<file path="config.mk">
export PLATFORM = sky130hd
export DESIGN_NAME = updown_counter
export DESIGN_NICKNAME = d
export VERILOG_FILES = /design/src/rtl/updown_counter.sv
export SDC_FILE = /design/constraint.sdc
export NUM_CORES = 1
export LEC_CHECK = 0
export CORE_UTILIZATION = 30
export DETAILED_ROUTE_END_ITERATION = 7
export HOLD_SLACK_MARGIN = 0.08
export PLACE_DENSITY_LB_ADDON = 0.08
export SKIP_CTS_REPAIR_TIMING = 1
export SKIP_LAST_GASP = 1
export SYNTH_ARGS = -nofsm -noshare
export SYNTH_HDL_FRONTEND = slang
export SYNTH_SLANG_ARGS = --single-unit
</file>
<file path="constraint.sdc">
create_clock -name clk -period 2.99 [get_ports clk]
set_clock_uncertainty 0.2 [all_clocks]
set_input_delay 0.299 -clock clk [delete_from_list [all_inputs] [get_ports clk]]
set_output_delay 0.299 -clock clk [all_outputs]
set_load 0.01 [all_outputs]
</file>
<file path="src/rtl/updown_counter.sv">
// Up/down modulo counter advanced by an asynchronous step input.
// step_in is synchronized and edge-detected; count, count_n and tc are all registered.
module updown_counter #(
  parameter int WIDTH    = 4,
  parameter int MAX      = 15,
  parameter bit SATURATE = 1'b0
) (
  input  logic             clk,
  input  logic             rst,
  input  logic             en,
  input  logic             dir,
  input  logic             load,
  input  logic [WIDTH-1:0] load_val,
  input  logic             step_in,
  output logic [WIDTH-1:0] count,
  output logic [WIDTH-1:0] count_n,
  output logic             tc
);

  localparam logic [WIDTH-1:0] MAX_V = WIDTH'(MAX);

  logic             s1_q, s2_q, s3_q;
  logic             step;
  logic [WIDTH-1:0] count_q, count_d;
  logic [WIDTH-1:0] count_n_q;
  logic             tc_q, tc_d;

  // s1 is the metastability stage; s2/s3 give a single-cycle rising-edge pulse.
  always_ff @(posedge clk or posedge rst) begin
    if (rst) begin
      s1_q <= 1'b0;
      s2_q <= 1'b0;
      s3_q <= 1'b0;
    end else begin
      s1_q <= step_in;
      s2_q <= s1_q;
      s3_q <= s2_q;
    end
  end

  assign step = s2_q & ~s3_q;

  always_comb begin
    count_d = count_q;
    tc_d    = 1'b0;
    if (load) begin
      count_d = (load_val > MAX_V) ? MAX_V : load_val;
    end else if (step && en) begin
      if (dir) begin
        if (count_q == MAX_V) begin
          tc_d = 1'b1;
          if (!SATURATE) count_d = '0;
        end else begin
          count_d = count_q + 1'b1;
        end
      end else begin
        if (count_q == '0) begin
          tc_d = 1'b1;
          if (!SATURATE) count_d = MAX_V;
        end else begin
          count_d = count_q - 1'b1;
        end
      end
    end
  end

  // count_n is registered from count_d so it never lags count.
  always_ff @(posedge clk or posedge rst) begin
    if (rst) begin
      count_q   <= '0;
      count_n_q <= '1;
      tc_q      <= 1'b0;
    end else begin
      count_q   <= count_d;
      count_n_q <= ~count_d;
      tc_q      <= tc_d;
    end
  end

  assign count   = count_q;
  assign count_n = count_n_q;
  assign tc      = tc_q;

endmodule

</file>
==> metrics, run 1 <==
Setup crit start kind=flop; ANT cells=0; fraction of layout cells with a size suffix above 1=0.110; Clk network pwr share=0.264; initial antenna violation count=0; Synth-to-Final Area Change=40.4%; YS warnings=0; Max Clk Rate=552 MHz; final period utilization=0.606; CP delay by family, top=buffers and inverters; Antenna Violating Nets Remaining=0; Buf+Inv Stages, Crit Path=1; reg2reg path depth=5; crit-path max FO=8; crit path capture type=output port; I/O pin count=19; total power=0.384 mW; First-pass DRT Iterations=4; min Tclk post-route=1.81 ns; Power Dens Cells=483 nW/um^2; number of clock sinks=12; Final Routed Wirelength=1.09 mm; CTS buffer count=3; # rows=15; peak supply drop=0.000332 V; CTS tree=yes; Max Root-Sink Buffers=2; syn nets=65; number of global-route vias before repair=418; status=completed; Placed Cells=94; switch share=0.264; Post-Layout Cell Count=98; Finished Core Util=0.456; DR vias/cell=4.72; maximum capacitance violations=0; global-route wire length before repair=1.78 mm; Core Area=1750 sq um; wire per inst=11.2 um; Worst Path Class, Setup=reg -> out; WP depth=1; synthesized flop and latch total=12; Syn Inst Count=53; port bufs=18; Die Ht=45.5 um; Cell Area, Synth=567 sq um; Sw Pwr=0.101 mW; post-synth cell types=27; setup slack, reg-to-reg=1.21 ns; H-tree depth=1; Flop pwr share=0.499; GR Util All Layers=0.129; gr ovfl total=0; total number of vias=463; Hold Path Class=in -> async; Reg clk slew, reported paths=0.07 ns; Worst-Skew Late Latency=0.27 ns; final setup fails=0; crit path DAT=1.31 ns; CP max stage cell=clkdlybuf4s50_1; Layout Nets=86; part of the power in combinational logic=0.237; Slew HR=0.712; leakage=0.327 nW; area leader, netlist=dfrtp_1; GPL Wtd Cong=0.731; critical path, cell by cell=clkdlybuf4s50_1; R2R Path Start=count[0]; RSZ-0062 raised after global routing=no; Initial Utilization=0.325; Max Slew Vio Count=0; Yosys top cell area share=0.353; detailed placement HPWL=831 um; Internal=0.283 mW; total die area=2070 sq um; Final Hold Violating Endpoints=0; setup_tns=0 ns; sequential share of the synthesized area=0.539; largest net degree at the start of global routing=13; Worst Path Required=2.49 ns; max incr delay on CP=0.58 ns; Avg Inst Size Synth=10.7 sq um; CTS Root Cell=clkbuf_4; Remaining DRCs=0; Horiz. Die Dim=45.5 um; worst slew pin tran=0.431 ns; Iter 0 DRT Violations=6; top post-synthesis cells by area=dfrtp_1, dfstp_2, ha_1, inv_1, xnor2_1
==> per-layer routing <==
layer / vias to the layer above / GRT usage / wire length [um]
met5: - / 0 / 0
met4: 0 / 0.0545 / 10
met3: 2 / 0.0714 / 64
met2: 15 / 0.206 / 564
met1: 223 / 0.140 / 453
li1: 223 / - / -
==> cell usage after synthesis (all sizes together) <==
cell / n
a21o: 1
a41oi: 1
nand2b: 1
dfrtp: 8
xnor2: 2
a21oi: 3
mux2i: 1
nor2: 3
ha: 2
a311oi: 1
nor4b: 1
inv: 5
nor3: 1
clkbuf: 1
a31o: 1
o21a: 2
nand3: 1
buf: 1
nand3b: 1
a22o: 1
dfstp: 4
o21ai: 4
nor2b: 1
or3: 2
nand2: 3
xor2: 1
==> placed cells by master (no fill, tap or decap), drive strengths merged <==
| cell | instances |
|---|---|
| clkdlybuf4s50 | 18 |
| dfrtp | 8 |
| inv | 5 |
| dfstp | 4 |
| o21ai | 4 |
| clkbuf | 4 |
| nor2 | 3 |
| nand2 | 3 |
| a21oi | 3 |
| xnor2 | 2 |
| o21a | 2 |
| or3 | 2 |
| ha | 2 |
| nand3b | 1 |
| mux2i | 1 |
| xor2 | 1 |
| nand2b | 1 |
| nand3 | 1 |
| a31o | 1 |
| a311oi | 1 |
| nor2b | 1 |
| a22o | 1 |
| nor4b | 1 |
| a41oi | 1 |
| nor3 | 1 |
| a21o | 1 |
==> cell families after synthesis <==
kind of cell | after synthesis | synth area share
flops | 12 | 0.539
xor+xnor | 3 | 0.0464
buf+inv | 7 | 0.0486
mux | 1 | 0.0177
compound gates | 14 | 0.174
fa+ha+maj | 2 | 0.0441
simple gates | 14 | 0.130
==> state kept, by name, indices dropped and copies added (netlist names), named ones only <==
register	count
count	3
count_n	4
s1_q	1
s2_q	1
s3_q	1
tc	1
==> power by group through the flow <==
stage / clock network [mW] / registers (mW) / logic [mW]
finish: 0.102 / 0.192 / 0.0910
global route: 0.114 / 0.194 / 0.101
CTS: 0.106 / 0.192 / 0.0925
detailed placement: 0 / 0.195 / 0.0920
global placement: 0 / 0.195 / 0.0909
floorplan: 0 / 0.199 / 0.0429
==> metrics by stage <==
stage                     worst slack (ns)  instance area, sq um  hold WS, ns
after detailed placement              1.14                   769        0.142
final                                 1.18                   796        0.118
after global routing                  1.08                   796        0.155
after floorplan                       1.24                   567      -0.0392
after global placement                1.15                   769        0.136
after CTS                             1.16                   796        0.135
==> final cells by class <==
| cell class | count | area (sq um) |
|---|---|---|
| Clock buffer | 4 | 26.3 |
| Fill cell | 191 | 950 |
| Inverter | 5 | 18.8 |
| Multi-Input combinational cell | 34 | 234 |
| Sequential cell | 12 | 305 |
| Tap cell | 25 | 31.3 |
| Timing Repair Buffer | 18 | 180 |
==> how the worst max path moves through the flow <==
stage	endpoint	slack, ns
finish	count[3]	1.18
global route	count[3]	1.08
CTS	count[3]	1.16
detailed placement	count[2]	1.14
global placement	count[2]	1.15
floorplan	flop	1.24
No activity file was read; power rests on OpenSTA's default activity.
==> inputs of run 2 (changes only) <==
- clock period: 2.99 -> 1.6 ns (I/O delays scaled with it)
==> metrics, run 2 (synthesized netlist as in run 1, its figures left out) <==
status=complete, but fails checks; failing checks=setup timing; Worst Path Class, Setup=reg -> reg; Setup crit start kind=flop; Worst Path Required=1.57 ns; R2R Path Start=count[0]; min Tclk post-route=1.62 ns; Antenna Violating Nets Remaining=0; First-pass DRT Iterations=2; Max Clk Rate=616 MHz; global-route wire length before repair=1.89 mm; Slew HR=0.702; Die Ht=45.5 um; # rows=15; most frequent cells in the layout=clkdlybuf4s50_1, buf_4, dlymetal6s2s_1; Iter 0 DRT Violations=2; WHS=0.124 ns; crit path capture type=flop; Finished Core Util=0.538; peak supply drop=0.000854 V; Reg clk slew, reported paths=0.08 ns; final period utilization=1.02; H-tree depth=1; largest net degree at the start of global routing=13; fin worst setup slack=-0.0246 ns; port bufs=18; GPL Wtd Cong=0.732; number of clock sinks=12; final instance area=938 sq um; total die area=2070 sq um; commonest non-fill, non-tap cell in the layout=clkdlybuf4s50_1; Max Slew Vio Count=0; maximum capacitance violations=0; number of global-route vias before repair=429; wire per inst=11.1 um; I/O pin count=19; Power Dens Cells=870 nW/um^2; detailed placement HPWL=865 um; leakage=0.458 nW; CTS buffer count=3; fraction of layout cells with a size suffix above 1=0.310; crit-path max FO=4; total placed instance area=846 sq um; Synth-to-Final Area Change=65.6%; initial antenna violation count=0; ANT cells=0; Layout Nets=97; pre-CTS WS=-0.0653 ns; gr ovfl total=0; Hold Path Class=in -> reg; GR Util All Layers=0.137; CTS tree=yes; Final Routed Wirelength=1.21 mm; Worst-Skew Late Latency=0.27 ns; Initial Utilization=0.325; Horiz. Die Dim=45.5 um; crit path DAT=1.59 ns; Core Area=1750 sq um; total number of vias=482; RSZ-0062 raised after global routing=yes; Max Root-Sink Buffers=2; Hold Startpoint=step_in; Remaining DRCs=0; setup_tns=-0.0246 ns; Largest register FFs=4; worst slew pin tran=0.446 ns; CTS Root Cell=clkbuf_4; worst setup path start=count[0]; DR vias/cell=4.42; final setup fails=1; Final Hold Violating Endpoints=0
## run 2: routing by layer
layer	global-route usage	routed length [um]	share of wire	vias to the layer above
li1	-	-	-	247
met1	0.173	527	0.44	219
met2	0.206	590	0.49	16
met3	0.0714	92	0.076	0
met4	0.0364	0	0	0
met5	0	0	0	-
## run 2: layout make-up
cell class | instances | area (sq um)
fillers | 172 | 807
clock buffers | 4 | 36.3
flip-flops and latches | 12 | 309
inverters | 5 | 21.3
repair buffers | 29 | 289
multi-input cells | 34 | 251
well taps | 25 | 31.3
## run 2: path summary, 6_finish.rpt
kind	to	slack [ns]	depth (start not counted)
min in group asynchronous	s2_q	0.55	3
worst max-delay path	flop	-0.02	5
max in group asynchronous	count_n[0]	0.31	3
worst min-delay path	s1_q	0.12	1
worst max register to register	flop	-0.02	5
worst min register to register	s2_q	0.15	0
## run 2: where the power goes
group | total (mW) | leakage, nW | switching (mW) | internal [mW]
combinational | 0.226 | 0.301 | 0.0940 | 0.132
sequential | 0.352 | 0.136 | 0.0142 | 0.338
clock | 0.238 | 0.0210 | 0.0997 | 0.138
## run 2: metrics by stage
step,std cells,power (mW)
4_1_cts,106,0.820
5_1_grt,109,0.871
3_3_place_gp,102,0.575
2_1_floorplan,53,0.461
6_report,109,0.816
3_5_place_dp,102,0.573
## run 2: worst max-delay path, cell delays in order, from the launching register on
cell	delay [ns]
dfrtp_2	0.41
inv_4	0.05
ha_4	0.16
or3_4	0.35
a31o_1	0.20
a21o_1	0.16
